$ cat src/rtl/frogger_pkg.sv
// rtl/frogger_pkg.sv - shared frogger types, key codes and playfield constants
package frogger_pkg;

    typedef enum logic [1:0] {
        UP    = 2'd0,
        DOWN  = 2'd1,
        LEFT  = 2'd2,
        RIGHT = 2'd3
    } dir_t;

    typedef enum logic [1:0] {
        IDLE   = 2'd0,
        HOP    = 2'd1,
        LANDED = 2'd2
    } motion_state_t;

    localparam logic [7:0] KEY_W = 8'h1A;
    localparam logic [7:0] KEY_A = 8'h04;
    localparam logic [7:0] KEY_S = 8'h16;
    localparam logic [7:0] KEY_D = 8'h07;

    localparam int GRID_PX    = 32;
    localparam int HOP_FRAMES_N = 8;
    localparam int X_START_PX = 304;
    localparam int Y_START_PX = 448;
    localparam int X_MAX_PX   = 608;
    localparam int Y_MIN_PX   = 32;
    localparam int Y_MAX_PX   = 448;

endpackage

$ cat src/rtl/frog_key_decoder.sv
// rtl/frog_key_decoder.sv - maps a USB keycode onto a hop direction
module frog_key_decoder
    import frogger_pkg::*;
(
    input  logic [7:0] keycode,
    output logic       valid,
    output dir_t       dir
);

    always_comb begin
        valid = 1'b1;
        dir   = UP;
        case (keycode)
            KEY_W:   dir = UP;
            KEY_S:   dir = DOWN;
            KEY_A:   dir = LEFT;
            KEY_D:   dir = RIGHT;
            default: valid = 1'b0;
        endcase
    end

endmodule

$ cat src/rtl/frog_motion.sv
// rtl/frog_motion.sv - frog hop state machine, ride drift and playfield clamp
module frog_motion
    import frogger_pkg::*;
#(
    parameter int GRID       = GRID_PX,
    parameter int HOP_FRAMES = HOP_FRAMES_N,
    parameter int X_START    = X_START_PX,
    parameter int Y_START    = Y_START_PX,
    parameter int X_MAX      = X_MAX_PX,
    parameter int Y_MIN      = Y_MIN_PX,
    parameter int Y_MAX      = Y_MAX_PX
) (
    input  logic       frame_clk,
    input  logic       game_restart_n,
    input  logic [7:0] keycode,
    input  logic       respawn,
    input  logic       freeze,
    input  logic [3:0] ride_dx,
    output logic [9:0] Frog_X,
    output logic [9:0] Frog_Y,
    output logic [1:0] frog_dir,
    output logic       hopping,
    output logic       hop_done,
    output logic       edge_death
);

    localparam int STEP = GRID / HOP_FRAMES;
    // One extra bit: the count runs HOP_FRAMES-1 down past zero, and the
    // wrap (MSB set) marks the frame after the last step, which enters LANDED.
    localparam int CW = $clog2(HOP_FRAMES) + 1;

    motion_state_t state, state_nx;
    dir_t          dir, dir_nx, key_dir;
    logic [CW-1:0] hop_cnt, cnt_nx;
    logic          key_armed, armed_nx, key_valid, legal;
    logic [9:0]    x_nx, y_nx;
    logic          hop_done_nx, edge_death_nx;
    logic [11:0]   drift_sum;

    frog_key_decoder u_key_decoder (
        .keycode (keycode),
        .valid   (key_valid),
        .dir     (key_dir)
    );

    assign frog_dir  = dir;
    assign drift_sum = {2'b00, Frog_X} + {{8{ride_dx[3]}}, ride_dx};

    always_comb begin
        legal = 1'b0;
        case (key_dir)
            UP:      legal = (Frog_Y >= 10'(Y_MIN + GRID));
            DOWN:    legal = (Frog_Y <= 10'(Y_MAX - GRID));
            LEFT:    legal = (Frog_X >= 10'(GRID));
            RIGHT:   legal = (Frog_X <= 10'(X_MAX - GRID));
            default: legal = 1'b0;
        endcase
    end

    always_comb begin
        state_nx      = state;
        cnt_nx        = hop_cnt;
        armed_nx      = key_armed;
        dir_nx        = dir;
        x_nx          = Frog_X;
        y_nx          = Frog_Y;
        hop_done_nx   = 1'b0;
        edge_death_nx = 1'b0;
        case (state)
            IDLE: begin
                if (key_valid && key_armed) begin
                    dir_nx   = key_dir;
                    armed_nx = 1'b0;
                end
                if (key_valid && key_armed && legal) begin
                    state_nx = HOP;
                    cnt_nx   = CW'(HOP_FRAMES - 1);
                end else if (drift_sum[11]) begin
                    x_nx          = 10'd0;
                    edge_death_nx = 1'b1;
                end else if (drift_sum > 12'(X_MAX)) begin
                    x_nx          = 10'(X_MAX);
                    edge_death_nx = 1'b1;
                end else begin
                    x_nx = drift_sum[9:0];
                end
            end
            HOP: begin
                if (hop_cnt[CW-1]) begin
                    state_nx    = LANDED;
                    hop_done_nx = 1'b1;
                end else begin
                    cnt_nx = hop_cnt - CW'(1);
                    case (dir)
                        UP:      y_nx = Frog_Y - 10'(STEP);
                        DOWN:    y_nx = Frog_Y + 10'(STEP);
                        LEFT:    x_nx = Frog_X - 10'(STEP);
                        default: x_nx = Frog_X + 10'(STEP);
                    endcase
                end
            end
            default: state_nx = IDLE;
        endcase
        if (!key_valid) begin
            armed_nx = 1'b1;
        end
    end

    always_ff @(posedge frame_clk) begin
        if (!game_restart_n || respawn) begin
            state      <= IDLE;
            hop_cnt    <= '0;
            key_armed  <= 1'b0;
            dir        <= UP;
            Frog_X     <= 10'(X_START);
            Frog_Y     <= 10'(Y_START);
            hopping    <= 1'b0;
            hop_done   <= 1'b0;
            edge_death <= 1'b0;
        end else if (freeze) begin
            hop_done   <= 1'b0;
            edge_death <= 1'b0;
        end else begin
            state      <= state_nx;
            hop_cnt    <= cnt_nx;
            key_armed  <= armed_nx;
            dir        <= dir_nx;
            Frog_X     <= x_nx;
            Frog_Y     <= y_nx;
            hopping    <= (state_nx == HOP);
            hop_done   <= hop_done_nx;
            edge_death <= edge_death_nx;
        end
    end

endmodule

$ cat config.mk
export PLATFORM = sky130hd
export DESIGN_NAME = frog_motion
export DESIGN_NICKNAME = d
export VERILOG_FILES = /design/src/rtl/frogger_pkg.sv /design/src/rtl/frog_key_decoder.sv /design/src/rtl/frog_motion.sv
export SDC_FILE = /design/constraint.sdc
export NUM_CORES = 1
export LEC_CHECK = 0
export ABC_CLOCK_PERIOD_IN_PS = 3000
export BUFFER_PORTS_ARGS = -buffer_cell sky130_fd_sc_hd__buf_2
export CAP_MARGIN = 10
export CORE_MARGIN = 2
export CORE_UTILIZATION = 58
export DETAILED_ROUTE_END_ITERATION = 6
export PLACE_DENSITY = 0.91
export SYNTH_ARGS = -nofsm -noshare
export SYNTH_HDL_FRONTEND = slang
export SYNTH_SLANG_ARGS = --single-unit
$ cat constraint.sdc
create_clock -name frame_clk -period 3 [get_ports frame_clk]
set_clock_uncertainty 0.15 [all_clocks]
set_input_delay 0.15 -clock frame_clk [delete_from_list [all_inputs] [get_ports frame_clk]]
set_output_delay 0.15 -clock frame_clk [all_outputs]
set_load 0.1 [all_outputs]
==> metrics, run 1 <==
status=complete, no violations; diode count=0; dpl hpwl=4980 um; Initial Util=0.604; Worst Path Buf+Inv=0; sequential cell area fraction in the yosys report=0.227; DP Cell Count=416; Hold Fails Final Rpt=0; kind of critical path=flop to flop; Sinks on Clock Net=30; post-synthesis xor/xnor area fraction=0.0662; final period utilization=0.959; nets=415; Post-synth top cells=a21oi_1 (34), nor2_1 (33), dfxtp_1 (30); CP cell instances=nand2b_1 -> ha_1 -> a21o_1 -> a21oi_1 -> nor2b_1 -> o21a_1 -> o41ai_2 -> mux2_2 -> or3_1 -> a21oi_1; min Tclk post-route=2880 ps; fmax=348 MHz; DRC=0; Worst EP arrival=2950 ps; Leak=1.28 nW; startpoint type of the worst setup path=flop; total die area=5120 um2; Seq. cell area=623 um2; final core utilization=0.700; Power Density=335 nW/um2; postcts setup bufs=0; Critical Path Fanout Max=7; Overflow after GRT=0; post-synthesis mux area share=0.0118; worst skew pair latency=290 ps; routed len/inst=16.1 um; area of the multi-input gates=2000 um2; Place WS=-7.24 ps; P&R area growth vs syn=16.0%; Crit path largest cell delay=390 ps; syn_area_per_cell=8.02 um2; clk buf depth=2; ys async rst share=0; Post-Synth Simple-Gate Area=0.230; Max VDD drop=172 uV; distinct cell type count after synthesis=67; synthesized instance count=330; cell with the most instances on the worst path=a21oi_1; initial DRC count=204; Root Buffer=clkbuf_8; via count=2730; post-route ant nets=0; drt first pass iters=6; first-pass GRT wire length=10900 um; main combinational cell family by area after synthesis=compound AO/OA/AOI/OAI gates; CP max stage cell=mux2_2; die height=71.5 um; Filler cells=318; Global Route Usage Sum=0.263; fin. max-slew vios=0; Relative slew margins=0.448; initial antenna violation count=0; Die Wd=71.5 um; cell taking the most area after synthesis=dfxtp_1; post-route cell area=3070 um2; gpl congestion=0.937; clk slew on worst S/H paths=70 ps; vias per cell=6.42; total CTS buffers=5; mapped cell area=2650 um2; layout cell share with drive strength beyond 1=0.244; Final WS setup=123 ps; core area=4380 um2; Post-DP Area=2910 um2; num ports=41; largest net degree at the start of global routing=22; synth warn=0; most numerous cell in the Yosys netlist=a21oi_1; worst slew pin tran=827 ps; Design Power=1.03 mW; CTS Hold Bufs=0; Setup-failing EPs final=0; Required @ worst endpoint=3080 ps; post-synthesis compound-gate area fraction=0.281; final wirelength=6860 um; Post-synth EDFFs=0; number of H-tree levels=2; CP top delay family=compound AO/OA/AOI/OAI gates; post-synthesis adder-cell area fraction=0.136; TritonCTS clock tree=yes; number of global-route vias before repair=2431; most used flip-flop cell after synthesis=dfxtp_1; port bufs=38; largest cells by area after synthesis=dfxtp_1 (23%), ha_1 (11%), a21oi_1 (6.4%); Critical Path End Type=flop; top-area cell type share of the netlist area=0.227; hold crit path type=input pin to flop; Yosys reg bits=30; Post-Layout Cell Count=425; Max Cap Violations=0; Rows=24
## worst paths after layout
kind              slack [ps]        start  cells after the start         to
hold / removal            30       freeze                      3    hopping
hold reg to reg          310      hopping                      2    hopping
setup / recovery         120  frog_dir[1]                     10  Frog_Y[9]
setup reg to reg         120  frog_dir[1]                     10  Frog_Y[9]
## final cells by class
type,count,area share
timing repair buffer,46,0.0815
sequential,30,0.203
inverter,13,0.0159
clock buffer,8,0.0261
tap,52,0.0212
multi-input combinational,276,0.652
## worst register-to-register path: cells and delay by family, from the launching register on
| kind | cells | cell delay [ps] |
|---|---|---|
| compound gates | 5 | 950 |
| fa+ha+maj | 1 | 310 |
| flops | 1 | 370 |
| mux | 1 | 390 |
| simple gates | 3 | 640 |
## placed cells by master (no fill, tap or decap), types with 8 or more instances in the layout
| master | instances |
|---|---|
| xnor2_1 | 14 |
| o211ai_1 | 9 |
| buf_4 | 8 |
| dfxtp_1 | 18 |
| nor2b_1 | 9 |
| ha_1 | 24 |
| inv_1 | 13 |
| dfxtp_2 | 9 |
| a21oi_1 | 32 |
| nand2_1 | 19 |
| buf_2 | 38 |
| nor2_1 | 33 |
| o21ai_0 | 17 |
## power by group
part           leakage, nW  switching, mW  internal, mW  total [mW]
Combinational        0.991          0.200        0.0992       0.299
Clock               0.0395          0.152         0.165       0.317
Sequential           0.248        0.00915         0.403       0.413
## state kept, by name, indices dropped and copies added (netlist names)
| signal | flops |
|---|---|
| hopping | 1 |
| hop_cnt | 4 |
| hop_done | 1 |
| key_armed | 1 |
| state | 2 |
| frog_dir | 2 |
| edge_death | 1 |
| Frog_X | 10 |
| Frog_Y | 8 |
## cell families (layout without fill, tap and decap cells)
group           Yosys count  count (layout)
simple gates            114             114
flops                    30              30
compound gates          109             110
mux                       3               3
fa+ha+maj                27              27
xor+xnor                 20              20
buf+inv                  26              67
other cells               1               2
## routing by layer
metal | wire length (um) | GRT usage
met3 | 561 | 0.0478
met2 | 3060 | 0.404
met1 | 3040 | 0.360
met5 | 0 | 0
met4 | 205 | 0.117
## stage by stage
step           hold slack (ps)  setup TNS, ps
3_5_place_dp               308          -7.24
4_1_cts                   24.6              0
3_3_place_gp               302              0
5_1_grt                   46.9          -12.7
2_1_floorplan              140              0
6_report                  25.2              0
## what timing repair did
action                     in CTS  in global routing
cloned                          0                  1
pin swaps                       0                  2
resized for setup               1                 13
setup endpoints to repair       1                  9
Power figures use the tool's default switching activity.
==> run 2, diff against run 1 <==
--- a/config.mk
+++ b/config.mk
@@ -11,7 +11,9 @@
 export CORE_MARGIN = 2
 export CORE_UTILIZATION = 58
 export DETAILED_ROUTE_END_ITERATION = 6
+export HOLD_SLACK_MARGIN = 0.12
 export PLACE_DENSITY = 0.91
+export REMOVE_ABC_BUFFERS = 1
 export SYNTH_ARGS = -nofsm -noshare
 export SYNTH_HDL_FRONTEND = slang
 export SYNTH_SLANG_ARGS = --single-unit
==> run 2 against run 1 <==
Against the previous run: register-to-register slack got worse by 70 ps; non-clock buffer count rose by 10; fmax down 2.3%; combinational power increased by 4%; die area is the same; clock-buffer cell count fell by 1; sequential power about the same; clock power up 9.1%; first-iteration DRC count is 7.4% higher; hold slack better by 180 ps; sequential share of layout area shrank 1.0 points; cell count increased by 2.4%; largest power group unchanged; highest routed layer unchanged.
==> metrics, run 2 (synthesis results as in run 1) <==
status=complete, no violations (unchanged); Sinks on Clock Net=30 (unchanged); post-route ant nets=0 (unchanged); Die Wd=71.5 um (unchanged); Required @ worst endpoint=2970 ps (was 3080 ps); fin. max-slew vios=0 (unchanged); Final WS setup=56.0 ps (was 123 ps); Root Buffer=clkbuf_8 (unchanged); first-pass GRT wire length=11400 um (was 10900 um); worst skew pair latency=290 ps (about the same); Critical Path End Type=flop (unchanged); Leak=1.32 nW (was 1.28 nW); commonest non-fill, non-tap cell in the layout=buf_2 (unchanged); initial DRC count=219 (was 204); Filler cells=299 (was 318); number of global-route vias before repair=2583 (was 2431); Setup-failing EPs final=0 (unchanged); Place WS=-0.943 ps (was -7.24 ps); layout cell share with drive strength beyond 1=0.230 (was 0.244); core area=4380 um2 (unchanged); die height=71.5 um (unchanged); total die area=5120 um2 (unchanged); sw frac=0.349 (was 0.351); Max VDD drop=195 uV (was 172 uV); Power Density=343 nW/um2 (was 335 nW/um2); dpl hpwl=5080 um (was 4980 um); total CTS buffers=5 (unchanged); final core utilization=0.711 (was 0.700); DRC=0 (unchanged); Hold Fails Final Rpt=0 (unchanged); Relative slew margins=0.425 (was 0.448); drt first pass iters=5 (was 6); Clock power frac=0.323 (was 0.308); Top reg by flops=Frog_X (unchanged); internal power=0.697 mW (was 0.667 mW); largest net degree at the start of global routing=22 (unchanged); CP max stage cell=fa_1 (was mux2_2); diode count=0 (unchanged); startpoint type of the worst setup path=flop (unchanged); Crit path largest cell delay=390 ps (about the same); routed len/inst=17.2 um (was 16.1 um); Global Route Usage Sum=0.277 (was 0.263); Initial Util=0.604 (unchanged); final wirelength=7470 um (was 6860 um); number of flip-flops in the largest register=10 (unchanged); combinational share of power=0.292 (was 0.291); Seq. cell area=601 um2 (was 623 um2); Setup TNS=0 ps (unchanged); P&R area growth vs syn=17.8% (was 16.0%); Overflow after GRT=0 (unchanged); final period utilization=0.981 (was 0.959); Rows=24 (unchanged); number of H-tree levels=2 (unchanged); Max Cap Violations=0 (unchanged); kind of critical path=flop to flop (unchanged); highest-count cells in the layout ignoring fill and taps=buf_2 (38), nor2_1 (33), a21oi_1 (32), dfxtp_1 (30), ha_1 (23) (was buf_2 (38), nor2_1 (33), a21oi_1 (32), ha_1 (24), nand2_1 (19)); DP Cell Count=422 (was 416); cell with the most instances on the worst path=a311oi_1 (was a21oi_1); via count=2844 (was 2730); port bufs=38 (unchanged); Seq pwr share=0.385 (was 0.401); CP cell instances=ha_2 -> inv_1 -> fa_1 -> nand2b_4 -> a2111oi_2 -> a311oi_1 -> a311oi_1 -> nor3_2 -> o32a_2 -> a211oi_2 -> o21ai_1 (was nand2b_1 -> ha_1 -> a21o_1 -> a21oi_1 -> nor2b_1 -> o21a_1 -> o41ai_2 -> mux2_2 -> or3_1 -> a21oi_1); Switch Pwr=0.374 mW (was 0.361 mW); min Tclk post-route=2940 ps (was 2880 ps); worst slew pin tran=861 ps (was 827 ps); clk buf depth=2 (unchanged); gpl congestion=0.929 (was 0.937); num ports=41 (unchanged); Post-Layout Cell Count=435 (was 425); clk slew on worst S/H paths=70 ps (about the same); vias per cell=6.54 (was 6.42); initial antenna violation count=0 (unchanged); nets=425 (was 415); Critical Path Fanout Max=5 (was 7); TritonCTS clock tree=yes (unchanged); Design Power=1.07 mW (was 1.03 mW); Largest regs=Frog_X (10), Frog_Y (8), hop_cnt (4) (unchanged); Worst EP arrival=2920 ps (was 2950 ps); hold crit path type=input pin to flop (unchanged); area of the multi-input gates=1980 um2 (was 2000 um2); fmax=340 MHz (was 348 MHz)
## run 2: changes by cell type in the layout (fill, tap and decap cells not counted), sizes merged
cell	previous run	this run
buf	46	54
clkbuf	8	7
clkinv	0	1
dlygate4sd3	0	2
## run 2: timing repair
item                       CTS  global route
hold buffers                 2             0
hold endpoints to repair     5             0
pin swaps                    0             2
gates cloned                 0             1
gates resized for setup      2             9
setup endpoints to repair    1             9
setup buffers                0             2
## run 2: worst max-delay path, delay by kind of cell (launching register included)
family	cells	cell delay, ps
fa+ha+maj	2	590
compound gates	6	1360
flops	1	330
buf+inv	1	60
simple gates	2	280
## run 2: worst paths after layout
check                                    start          end  slack (ps)  cells after the start
worst max register to register       Frog_X[0]    Frog_X[4]          60                     11
worst min-delay path            game_restart_n  frog_dir[0]         200                      4
worst max-delay path                 Frog_X[0]    Frog_X[4]          60                     11
worst min register to register         hopping      hopping         310                      2
## run 2: area by class of cell
cell class,instances,area share
multi-input combinational,276,0.635
clock inverter,1,0.00161
clock buffer,7,0.0277
timing repair buffer,56,0.106
tap,52,0.0209
inverter,13,0.0157
sequential,30,0.193
## run 2: power groups by stage
| stage | clock network [mW] | registers [mW] | logic, mW |
|---|---|---|---|
| floorplan | 0 | 0.465 | 0.157 |
| global placement | 0 | 0.421 | 0.269 |
| detailed placement | 0 | 0.421 | 0.276 |
| CTS | 0.339 | 0.412 | 0.282 |
| global route | 0.359 | 0.412 | 0.331 |
| finish | 0.346 | 0.412 | 0.312 |
## run 2: routing by layer
layer	track usage	wire length, um	part of all wire	vias to the layer above
met5	0	0	0	-
met4	0.0985	172	0.023	0
met3	0.0731	677	0.091	30
met2	0.465	3490	0.47	162
met1	0.342	3130	0.42	1322
li1	-	-	-	1330
## run 2: per-stage QoR
stage          area [um2]  hold slack (ps)
6_report             3120              202
5_1_grt              3120              221
4_1_cts              3050              180
3_5_place_dp         2940              303
3_3_place_gp         2940              302
2_1_floorplan        2580              140
